**config.mk**
```make
export PLATFORM = sky130hd
export DESIGN_NAME = axi_stream_header_arbiter
export DESIGN_NICKNAME = d
export VERILOG_FILES = /design/src/rtl/axi_stream_header_arbiter.sv
export SDC_FILE = /design/constraint.sdc
export NUM_CORES = 1
export LEC_CHECK = 0
export ABC_CLOCK_PERIOD_IN_PS = 2000
export CORE_MARGIN = 3
export CORE_UTILIZATION = 32
export DETAILED_ROUTE_END_ITERATION = 8
export PLACE_DENSITY = 0.8
export SYNTH_ARGS = -nofsm -noshare
export SYNTH_HDL_FRONTEND = slang
export SYNTH_SLANG_ARGS = --single-unit
export TNS_END_PERCENT = 100
```
**constraint.sdc**
```tcl
create_clock -name clk -period 2 [get_ports clk]
set_input_delay 0.4 -clock clk [delete_from_list [all_inputs] [get_ports clk]]
set_output_delay 0.4 -clock clk [all_outputs]
set_load 0.03 [all_outputs]
```
**src/rtl/axi_stream_header_arbiter.sv**
```systemverilog
// Round-robin arbiter granting one of NUM_REQ header sources to an AXI-stream insert core.
// Define HDR_ARB_TIMEOUT_EN to enable the packet watchdog (otherwise timeout is tied low).
module axi_stream_header_arbiter #(
  parameter int unsigned DATA_WD      = 32,
  parameter int unsigned DATA_BYTE_WD = DATA_WD / 8,
  parameter int unsigned BYTE_CNT_WD  = $clog2(DATA_BYTE_WD),
  parameter int unsigned NUM_REQ      = 4,
  parameter int unsigned TIMEOUT_CYC  = 1024
) (
  input  logic                               clk,
  input  logic                               rst,
  input  logic [NUM_REQ-1:0]                 req_valid,
  input  logic [NUM_REQ*DATA_WD-1:0]         req_data,
  input  logic [NUM_REQ*DATA_BYTE_WD-1:0]    req_keep,
  input  logic [NUM_REQ*BYTE_CNT_WD-1:0]     req_byte_cnt,
  output logic [NUM_REQ-1:0]                 req_ready,
  output logic                               valid_insert,
  output logic [DATA_WD-1:0]                 data_insert,
  output logic [DATA_BYTE_WD-1:0]            keep_insert,
  output logic [BYTE_CNT_WD-1:0]             byte_insert_cnt,
  input  logic                               ready_insert,
  input  logic                               valid_out,
  input  logic                               ready_out,
  input  logic                               last_out,
  output logic [$clog2(NUM_REQ)-1:0]         grant_id,
  output logic                               busy,
  output logic                               timeout
);

  localparam int unsigned IdW = $clog2(NUM_REQ);

  typedef enum logic [1:0] {StIdle, StHdr, StPkt} state_e;

  state_e                  state_q, state_d;
  logic [IdW-1:0]          rr_ptr_q, rr_ptr_d;
  logic [IdW-1:0]          grant_q, grant_d;
  logic [DATA_WD-1:0]      data_q, data_d;
  logic [DATA_BYTE_WD-1:0] keep_q, keep_d;
  logic [BYTE_CNT_WD-1:0]  cnt_q, cnt_d;

  logic [DATA_WD-1:0]      req_data_arr [NUM_REQ];
  logic [DATA_BYTE_WD-1:0] req_keep_arr [NUM_REQ];
  logic [BYTE_CNT_WD-1:0]  req_cnt_arr  [NUM_REQ];

  logic [IdW:0]            pick;
  logic                    win_found;
  logic [IdW-1:0]          win_idx;
  logic                    grant_req;
  logic                    last_hs;
  logic                    tmr_expired;

  // First valid requester at or after ptr, wrapping; MSB of the result flags a hit.
  function automatic logic [IdW:0] rr_pick(input logic [NUM_REQ-1:0] v,
                                           input logic [IdW-1:0]     ptr);
    logic [IdW:0] res;
    int unsigned  cand;
    res = '0;
    for (int unsigned off = 0; off < NUM_REQ; off++) begin
      cand = (int'(ptr) + off) % NUM_REQ;
      if (!res[IdW] && v[IdW'(cand)]) begin
        res = {1'b1, IdW'(cand)};
      end
    end
    return res;
  endfunction

  always_comb begin
    for (int unsigned i = 0; i < NUM_REQ; i++) begin
      req_data_arr[i] = req_data[i*DATA_WD +: DATA_WD];
      req_keep_arr[i] = req_keep[i*DATA_BYTE_WD +: DATA_BYTE_WD];
      req_cnt_arr[i]  = req_byte_cnt[i*BYTE_CNT_WD +: BYTE_CNT_WD];
    end
  end

  assign pick      = rr_pick(req_valid, rr_ptr_q);
  assign win_found = pick[IdW];
  assign win_idx   = pick[IdW-1:0];
  assign grant_req = (state_q == StIdle) && win_found;
  assign last_hs   = valid_out && ready_out && last_out;

`ifdef HDR_ARB_TIMEOUT_EN
  localparam int unsigned TmrW = $clog2(TIMEOUT_CYC + 1);

  logic [TmrW-1:0] tmr_q, tmr_d;
  logic            timeout_q, timeout_d;

  assign tmr_expired = (state_q == StPkt) && (tmr_q == TmrW'(TIMEOUT_CYC - 1));

  always_comb begin
    tmr_d     = '0;
    timeout_d = 1'b0;
    if (state_q == StPkt) begin
      tmr_d = tmr_q + 1'b1;
    end
    // A real end-of-packet in the expiry cycle wins over the watchdog.
    if (tmr_expired && !last_hs) begin
      timeout_d = 1'b1;
    end
  end

  always_ff @(posedge clk or posedge rst) begin
    if (rst) begin
      tmr_q     <= '0;
      timeout_q <= 1'b0;
    end else begin
      tmr_q     <= tmr_d;
      timeout_q <= timeout_d;
    end
  end

  assign timeout = timeout_q;
`else
  assign tmr_expired = 1'b0;
  assign timeout     = 1'b0;
`endif

  always_comb begin
    state_d  = state_q;
    rr_ptr_d = rr_ptr_q;
    grant_d  = grant_q;
    data_d   = data_q;
    keep_d   = keep_q;
    cnt_d    = cnt_q;
    unique case (state_q)
      StIdle: begin
        if (grant_req) begin
          state_d  = StHdr;
          rr_ptr_d = (win_idx == IdW'(NUM_REQ - 1)) ? '0 : win_idx + 1'b1;
          grant_d  = win_idx;
          data_d   = req_data_arr[win_idx];
          keep_d   = req_keep_arr[win_idx];
          cnt_d    = req_cnt_arr[win_idx];
        end
      end
      StHdr: begin
        if (ready_insert) begin
          state_d = StPkt;
        end
      end
      StPkt: begin
        if (last_hs || tmr_expired) begin
          state_d = StIdle;
        end
      end
      default: state_d = StIdle;
    endcase
  end

  always_ff @(posedge clk or posedge rst) begin
    if (rst) begin
      state_q  <= StIdle;
      rr_ptr_q <= '0;
      grant_q  <= '0;
      data_q   <= '0;
      keep_q   <= '0;
      cnt_q    <= '0;
    end else begin
      state_q  <= state_d;
      rr_ptr_q <= rr_ptr_d;
      grant_q  <= grant_d;
      data_q   <= data_d;
      keep_q   <= keep_d;
      cnt_q    <= cnt_d;
    end
  end

  // Gated by rst so a pending request is never acknowledged while reset is held.
  assign req_ready       = (grant_req && !rst) ? (NUM_REQ'(1) << win_idx) : '0;
  assign valid_insert    = (state_q == StHdr);
  assign data_insert     = data_q;
  assign keep_insert     = keep_q;
  assign byte_insert_cnt = cnt_q;
  assign grant_id        = grant_q;
  assign busy            = (state_q != StIdle);

endmodule

```
## Word-level counts from Yosys, hierarchy flattened

Cells that the tools add are included.

| cells by class | value |
|---|---|
| add/sub/neg operators | 4 |
| $lt $le $gt $ge | 5 |
| eq/ne operators | 6 |
| shift-type cells | 1 |
| multiplexer cells | 27 |
| bitwise gates (word level) | 1 |
| reductions and logical operators | 15 |

Operators by type and width:

| operator | count |
|---|---|
| $bmux 32 s2 | 1 |
| $mux 32 | 2 |
| $lt 2x3->1 const B | 4 |
| $mux 2 | 6 |
| $mux 3 | 4 |
| $mux 4 | 3 |
| $bmux 1 s2 | 4 |
| $bmux 4 s2 | 1 |
| $logic_and 1x1->1 | 7 |
| $pmux 2 s3 | 1 |
| $add 2x1->2 const B | 2 |
| $add 2x2->2 const B | 2 |
| $bmux 2 s2 | 1 |
| $eq 2x2->1 const B | 2 |
| $logic_not 1->1 | 4 |
| $mux 1 | 4 |
| $ne 2x2->1 const B | 2 |
| $shl 1x2->4 const A | 1 |
| $ge 3x3->1 const B | 1 |
| $not 2->3 | 1 |
| $reduce_and 3->1 | 1 |
| $eq 2x1->1 const B | 1 |
| $logic_not 2->1 | 1 |
| $ne 2x1->1 const B | 1 |
| 2 further kinds | 2 |

| storage, ports and cells | value |
|---|---|
| register bits | 44 |
| input bits | 162 |
| output and inout bits | 47 |
| logic and storage cells | 65 |

## Logic depth before layout (Yosys ltp)

| logic depth | value |
|---|---|
| word-level depth | 16 |
| gate-level depth with buffers | 8 |
| mapped depth without buffers | 6 |

## Least setup slack after synthesis

OpenSTA, ideal clock, no wires.

| timing | value |
|---|---|
| path kind | register -> output |
| start point | register rr_ptr_q[1] |
| end point | output port req_ready[2] |
| arrival | 2.202 ns |
| slack | -0.602 ns |
| cell stages (with the launch flop) | 8 |
| buffers on the path | 2 |
| cell sequence | dfrtp_1 nand2b_1 a21o_2 nand2_4 buf_6 buf_6 inv_1 nor4_1 |

| between the ends | value |
|---|---|
| cells in the longest elaborated chain, start to end | 15 |
| elaborated cells between the ends (all ways) | 25 |
| those cells by class | add/sub: 3; shift: 1; mux: 13; reduce/logical: 8 |

Ends and longest elaborated chain:

| element | line | source |
|---|---|---|
| start, declared | 35 | `logic [IdW-1:0] rr_ptr_q, rr_ptr_d;` |
| start signal, assigned | 159 | `rr_ptr_q <= rr_ptr_d;` |
| parallel branches: the longest is 11 deep, another holds $add 2x1->2 | n/a |  |
| $mux 3 (*) | 60 | `if (!res[IdW] && v[IdW'(cand)]) begin` |
| $logic_and 1x1->1 | 78 | `assign grant_req = (state_q == StIdle) && win_found;` |
| $logic_and 1x1->1 | 168 | `assign req_ready = (grant_req && !rst) ? (NUM_REQ'(1) << win_idx) : '0;` |
| $mux 4 (*) | 168 |  |
| end, declared | 16 | `output logic [NUM_REQ-1:0] req_ready,` |

Every way passes the cells marked *. The select of a mux whose other input is x is not followed.

## Worst setup path in the final report

| timing | value |
|---|---|
| start point | register rr_ptr_q[1] |
| end point | output port req_ready[3] |

The elaborated chain is that of the path after synthesis.

==> Flow_metrics.wiki <==
{| class="wikitable"
! Metric !! Value
|-
| Final Hold Fails || 0
|-
| Placed Cells || approximately 620
|-
| CTS H-Tree Depth || 2
|-
| Via density per instance || roughly 5.6
|-
| Area share of the largest cell type after synthesis || 36.5%
|-
| Clk buf depth || 2
|-
| CTS tree || done
|-
| Worst hold-check path type || reg -> reg
|-
| Yosys top cell by area || sky130_fd_sc_hd__dfrtp_1
|-
| Kind of capture point of the worst setup path || output pin
|-
| Buffer type at the clock tree root || sky130_fd_sc_hd__clkbuf_8
|-
| GRT Residual Overflow || 0
|-
| Via count of the first global-routing pass || 3,685
|-
| Combinational power share || about three quarters
|-
| Flop pwr share || a little under a fifth
|-
| Syn Inst Count || 307
|-
| Max Clock Skew || approximately 7.1 ps
|-
| Sum of internal, switching and leakage power || ~8.5 mW
|-
| Violated checks || negative setup slack
|-
| Iter 0 DRT Violations || 99
|-
| Number of enable flip-flop cells after synthesis || 0
|-
| Synth async-reset ratio || between 90% and 100%
|-
| Slew Viols, Final || 0
|-
| Cell row count || 34
|-
| Result of the run || finished, violations left
|-
| Setup violations, final || 7
|-
| Number of sinks driven by the clock tree || 44
|-
| Flip-flop and latch count after synthesis || 44
|-
| Highest Clock Rate || 0.457 GHz
|-
| Number of detailed-routing iterations run before antenna repair || 4
|-
| Hold slack final || approximately 490 ps
|-
| Min cycle time layout || roughly 2200 ps
|-
| Wire length of the first global-routing pass || around 19,000 um
|-
| Overall global routing resource usage || 22.6%
|-
| Routed wire length || 13,100 um
|-
| I/O pin total || 209
|-
| Share of cells above drive strength 1 || between 20% and 30%
|-
| Largest voltage drop on the vdd net || roughly 0.76 mV
|-
| Initial Utilization || between 30 and 40%
|-
| DPL Wire Length || ~9000 um
|-
| Number of standard cells in the layout, taps in and fillers out || 639
|-
| Antenna violations before repair || 0
|-
| Total CTS buffers || 5
|-
| Unrepaired setup endpoints after global routing || true
|-
| Chip Width || just over 100 um
|-
| Insertion delay to the later sink of the worst-skew pair || slightly below 300 ps
|-
| Final Instance Area || 0.00636 mm^2
|-
| Port-buffer cells || just over 200
|-
| Kind of critical path || reg -> out
|-
| Synth-to-Final Area Change || 111%
|-
| Arrival time of the worst setup path || 1790 ps
|-
| Placer Congestion || about 0.77
|-
| Cell types occupying the most area after synthesis || sky130_fd_sc_hd__dfrtp_1 36%, sky130_fd_sc_hd__mux2i_1 13%, sky130_fd_sc_hd__a211oi_1 9.4%, sky130_fd_sc_hd__a2111oi_0 6.7%, sky130_fd_sc_hd__and3_1 6.2%
|-
| Placeable core area || 0.00893 mm^2
|-
| Die Area || between 0.01 and 0.015 mm^2
|-
| Via Count || between 3,000 and 4,000
|-
| Post-route setup slack || -189 ps
|-
| Sort of element at the start of the critical path || flip-flop
|-
| Most heavily used metal layer in global routing || met2
|-
| Avg Cell Area, Syn || slightly below 10 um^2
|-
| Post-synthesis net count || 470
|-
| Sequential area share after synthesis || approximately 36%
|-
| Total negative slack || -680 ps
|-
| Unique cell type count in the Yosys netlist || 32
|-
| Period Utilization, post-route || 109%
|-
| Power density relative to cell area || approximately 1300 mW/mm^2
|-
| Netlist area before placement || a little over 0.003 mm^2
|-
| Met1 usage in global routing || ~25%
|-
| Worst slack after detailed placement || -463 ps
|-
| Number of nets at the end of the flow || roughly 700
|-
| Primary flip-flop cell chosen by synthesis mapping || sky130_fd_sc_hd__dfrtp_1
|-
| Grt met3 use || about 5%
|-
| Global Route met2 Usage || between 40 and 50%
|-
| Cell depth of the worst min-delay path || 2
|-
| Chip Height || between 100 and 150 um
|-
| Pint || between 4 and 5 mW
|-
| Top cells by count, synth || 44 x sky130_fd_sc_hd__dfrtp_1, 40 x sky130_fd_sc_hd__nor2_1, 39 x sky130_fd_sc_hd__mux2i_1
|-
| Required time worst endpoint || 1600 ps
|-
| Largest net degree at the start of global routing || 28
|-
| Switch Pwr || 4.05 mW
|-
| Max capacitance violation total || 0
|-
| Proportion of power drawn by the clock network || 6.1%
|-
| Hold buffer count at cts || 0
|-
| Average routed wire per standard cell || a little over 20 um
|-
| Number of antenna repair diodes || 0
|-
| Placed Area || 0.00537 mm^2
|-
| Switch share || around 48%
|-
| Depth of the most critical reg-to-reg path || 8
|-
| Leakage dissipation || approximately 2.4 nW
|-
| Final cell utilization of the core || 71.1%
|-
| Antenna Nets Post-Route || 0
|-
| Top-count cell post-synth || sky130_fd_sc_hd__dfrtp_1
|-
| Count of warnings emitted by yosys || 0
|-
| Number of filler cells placed in the layout || ~640
|-
| DRC violations left || 0
|-
| CP max FO || 5
|-
| Clock transition at the register clock pins on the worst setup and hold paths after CTS || approximately 80 ps
|}
-- path summary, 6_finish.rpt --
| check | startpoint | end | slack (ps) |
|---|---|---|---|
| max in group asynchronous | rst | rr_ptr_q[1]$_DFFE_PP0P_ | 900 |
| setup reg to reg | rr_ptr_q[0]$_DFFE_PP0P_ | data_insert[28]$_DFFE_PP0P_ | -30 |
| setup / recovery | rr_ptr_q[1]$_DFFE_PP0P_ | req_ready[3] | -190 |
| hold reg to reg | grant_id[1]$_DFFE_PP0P_ | grant_id[1]$_DFFE_PP0P_ | 490 |
| hold / removal | grant_id[1]$_DFFE_PP0P_ | grant_id[1]$_DFFE_PP0P_ | 490 |
| min in group asynchronous | rst | data_insert[26]$_DFFE_PP0P_ | 740 |
-- cells by family after synthesis --
family / synth area share, %
AND/OR/NAND/NOR: 16.0
AO/OA/AOI/OAI: 26.6
flip-flops: 36.5
buffers and inverters: 7.42
multiplexers: 12.9
adder cells (fa/ha/maj): 0.414
other: 0.124
-- area by class of cell --
cell class              instances  area, um^2  share of cell area, %
clock buffers                   5        68.8                   1.08
inverters                       5        25.0                  0.394
multi-input cells             224        2390                   37.6
flip-flops and latches         44        1100                   17.3
well taps                     108         135                   2.13
repair buffers                253        2630                   41.4
-- power groups by stage --
| stage | registers [mW] | logic, mW | clock network [mW] |
|---|---|---|---|
| floorplan | 2.38 | 2.13 | 0 |
| finish | 1.63 | 6.32 | 0.517 |
| global route | 1.68 | 6.67 | 0.562 |
| detailed placement | 1.64 | 4.89 | 0 |
| global placement | 1.61 | 4.80 | 0 |
| CTS | 1.63 | 5.52 | 0.537 |
-- worst max-delay path: stages (launching register included) --
cell and delay [ps]:
sky130_fd_sc_hd__dfrtp_2 440, sky130_fd_sc_hd__mux2i_2 270, sky130_fd_sc_hd__o22a_4 190, sky130_fd_sc_hd__nand2_4 60
sky130_fd_sc_hd__buf_6 120, sky130_fd_sc_hd__nor4_4 250, sky130_fd_sc_hd__buf_6 180
-- registers in the layout, indices dropped and copies added (netlist names) --
| name | count |
|---|---|
| byte_insert_cnt | 2 |
| data_insert | 32 |
| grant_id | 2 |
| keep_insert | 4 |
| rr_ptr_q | 2 |
| state_q | 2 |
-- timing repair --
item	in CTS	in global routing
pin swaps	12	29
setup buffers	6	3
resized for setup	62	75
endpoints found under the hold margin	0	0
cloned	3	2
setup endpoints to repair	44	41
-- layout by cell type (no fill, tap or decap), types with 3 or more instances in the layout --
| cell type | netlist | layout |
|---|---|---|
| sky130_fd_sc_hd__a2111oi_2 | 11 | 7 |
| sky130_fd_sc_hd__a2111oi_4 | 0 | 30 |
| sky130_fd_sc_hd__a211oi_1 | 38 | 30 |
| sky130_fd_sc_hd__a211oi_2 | 0 | 8 |
| sky130_fd_sc_hd__and3_1 | 30 | 28 |
| sky130_fd_sc_hd__and3_2 | 9 | 9 |
| sky130_fd_sc_hd__buf_12 | 0 | 6 |
| sky130_fd_sc_hd__buf_16 | 0 | 3 |
| sky130_fd_sc_hd__buf_4 | 5 | 27 |
| sky130_fd_sc_hd__buf_6 | 6 | 8 |
| sky130_fd_sc_hd__buf_8 | 0 | 4 |
| sky130_fd_sc_hd__clkbuf_8 | 0 | 5 |
| sky130_fd_sc_hd__clkdlybuf4s50_1 | 0 | 197 |
| sky130_fd_sc_hd__dfrtp_1 | 44 | 43 |
| sky130_fd_sc_hd__dlygate4sd2_1 | 0 | 4 |
| sky130_fd_sc_hd__inv_1 | 5 | 3 |
| sky130_fd_sc_hd__mux2i_1 | 39 | 34 |
| sky130_fd_sc_hd__mux2i_2 | 0 | 3 |
| sky130_fd_sc_hd__nand2_1 | 4 | 4 |
| sky130_fd_sc_hd__nor2_1 | 40 | 39 |
| sky130_fd_sc_hd__o21ai_0 | 5 | 4 |
-- per-layer routing --
metal / routed length [um] / share of wire, % / vias to the layer above
met5: 0 / 0 / -
met1: 4800 / 37 / 1733
li1: - / - / 1646
met4: 267 / 2.0 / 0
met3: 966 / 7.4 / 18
met2: 7070 / 54 / 170
No activity file was read; power rests on OpenSTA's default activity.
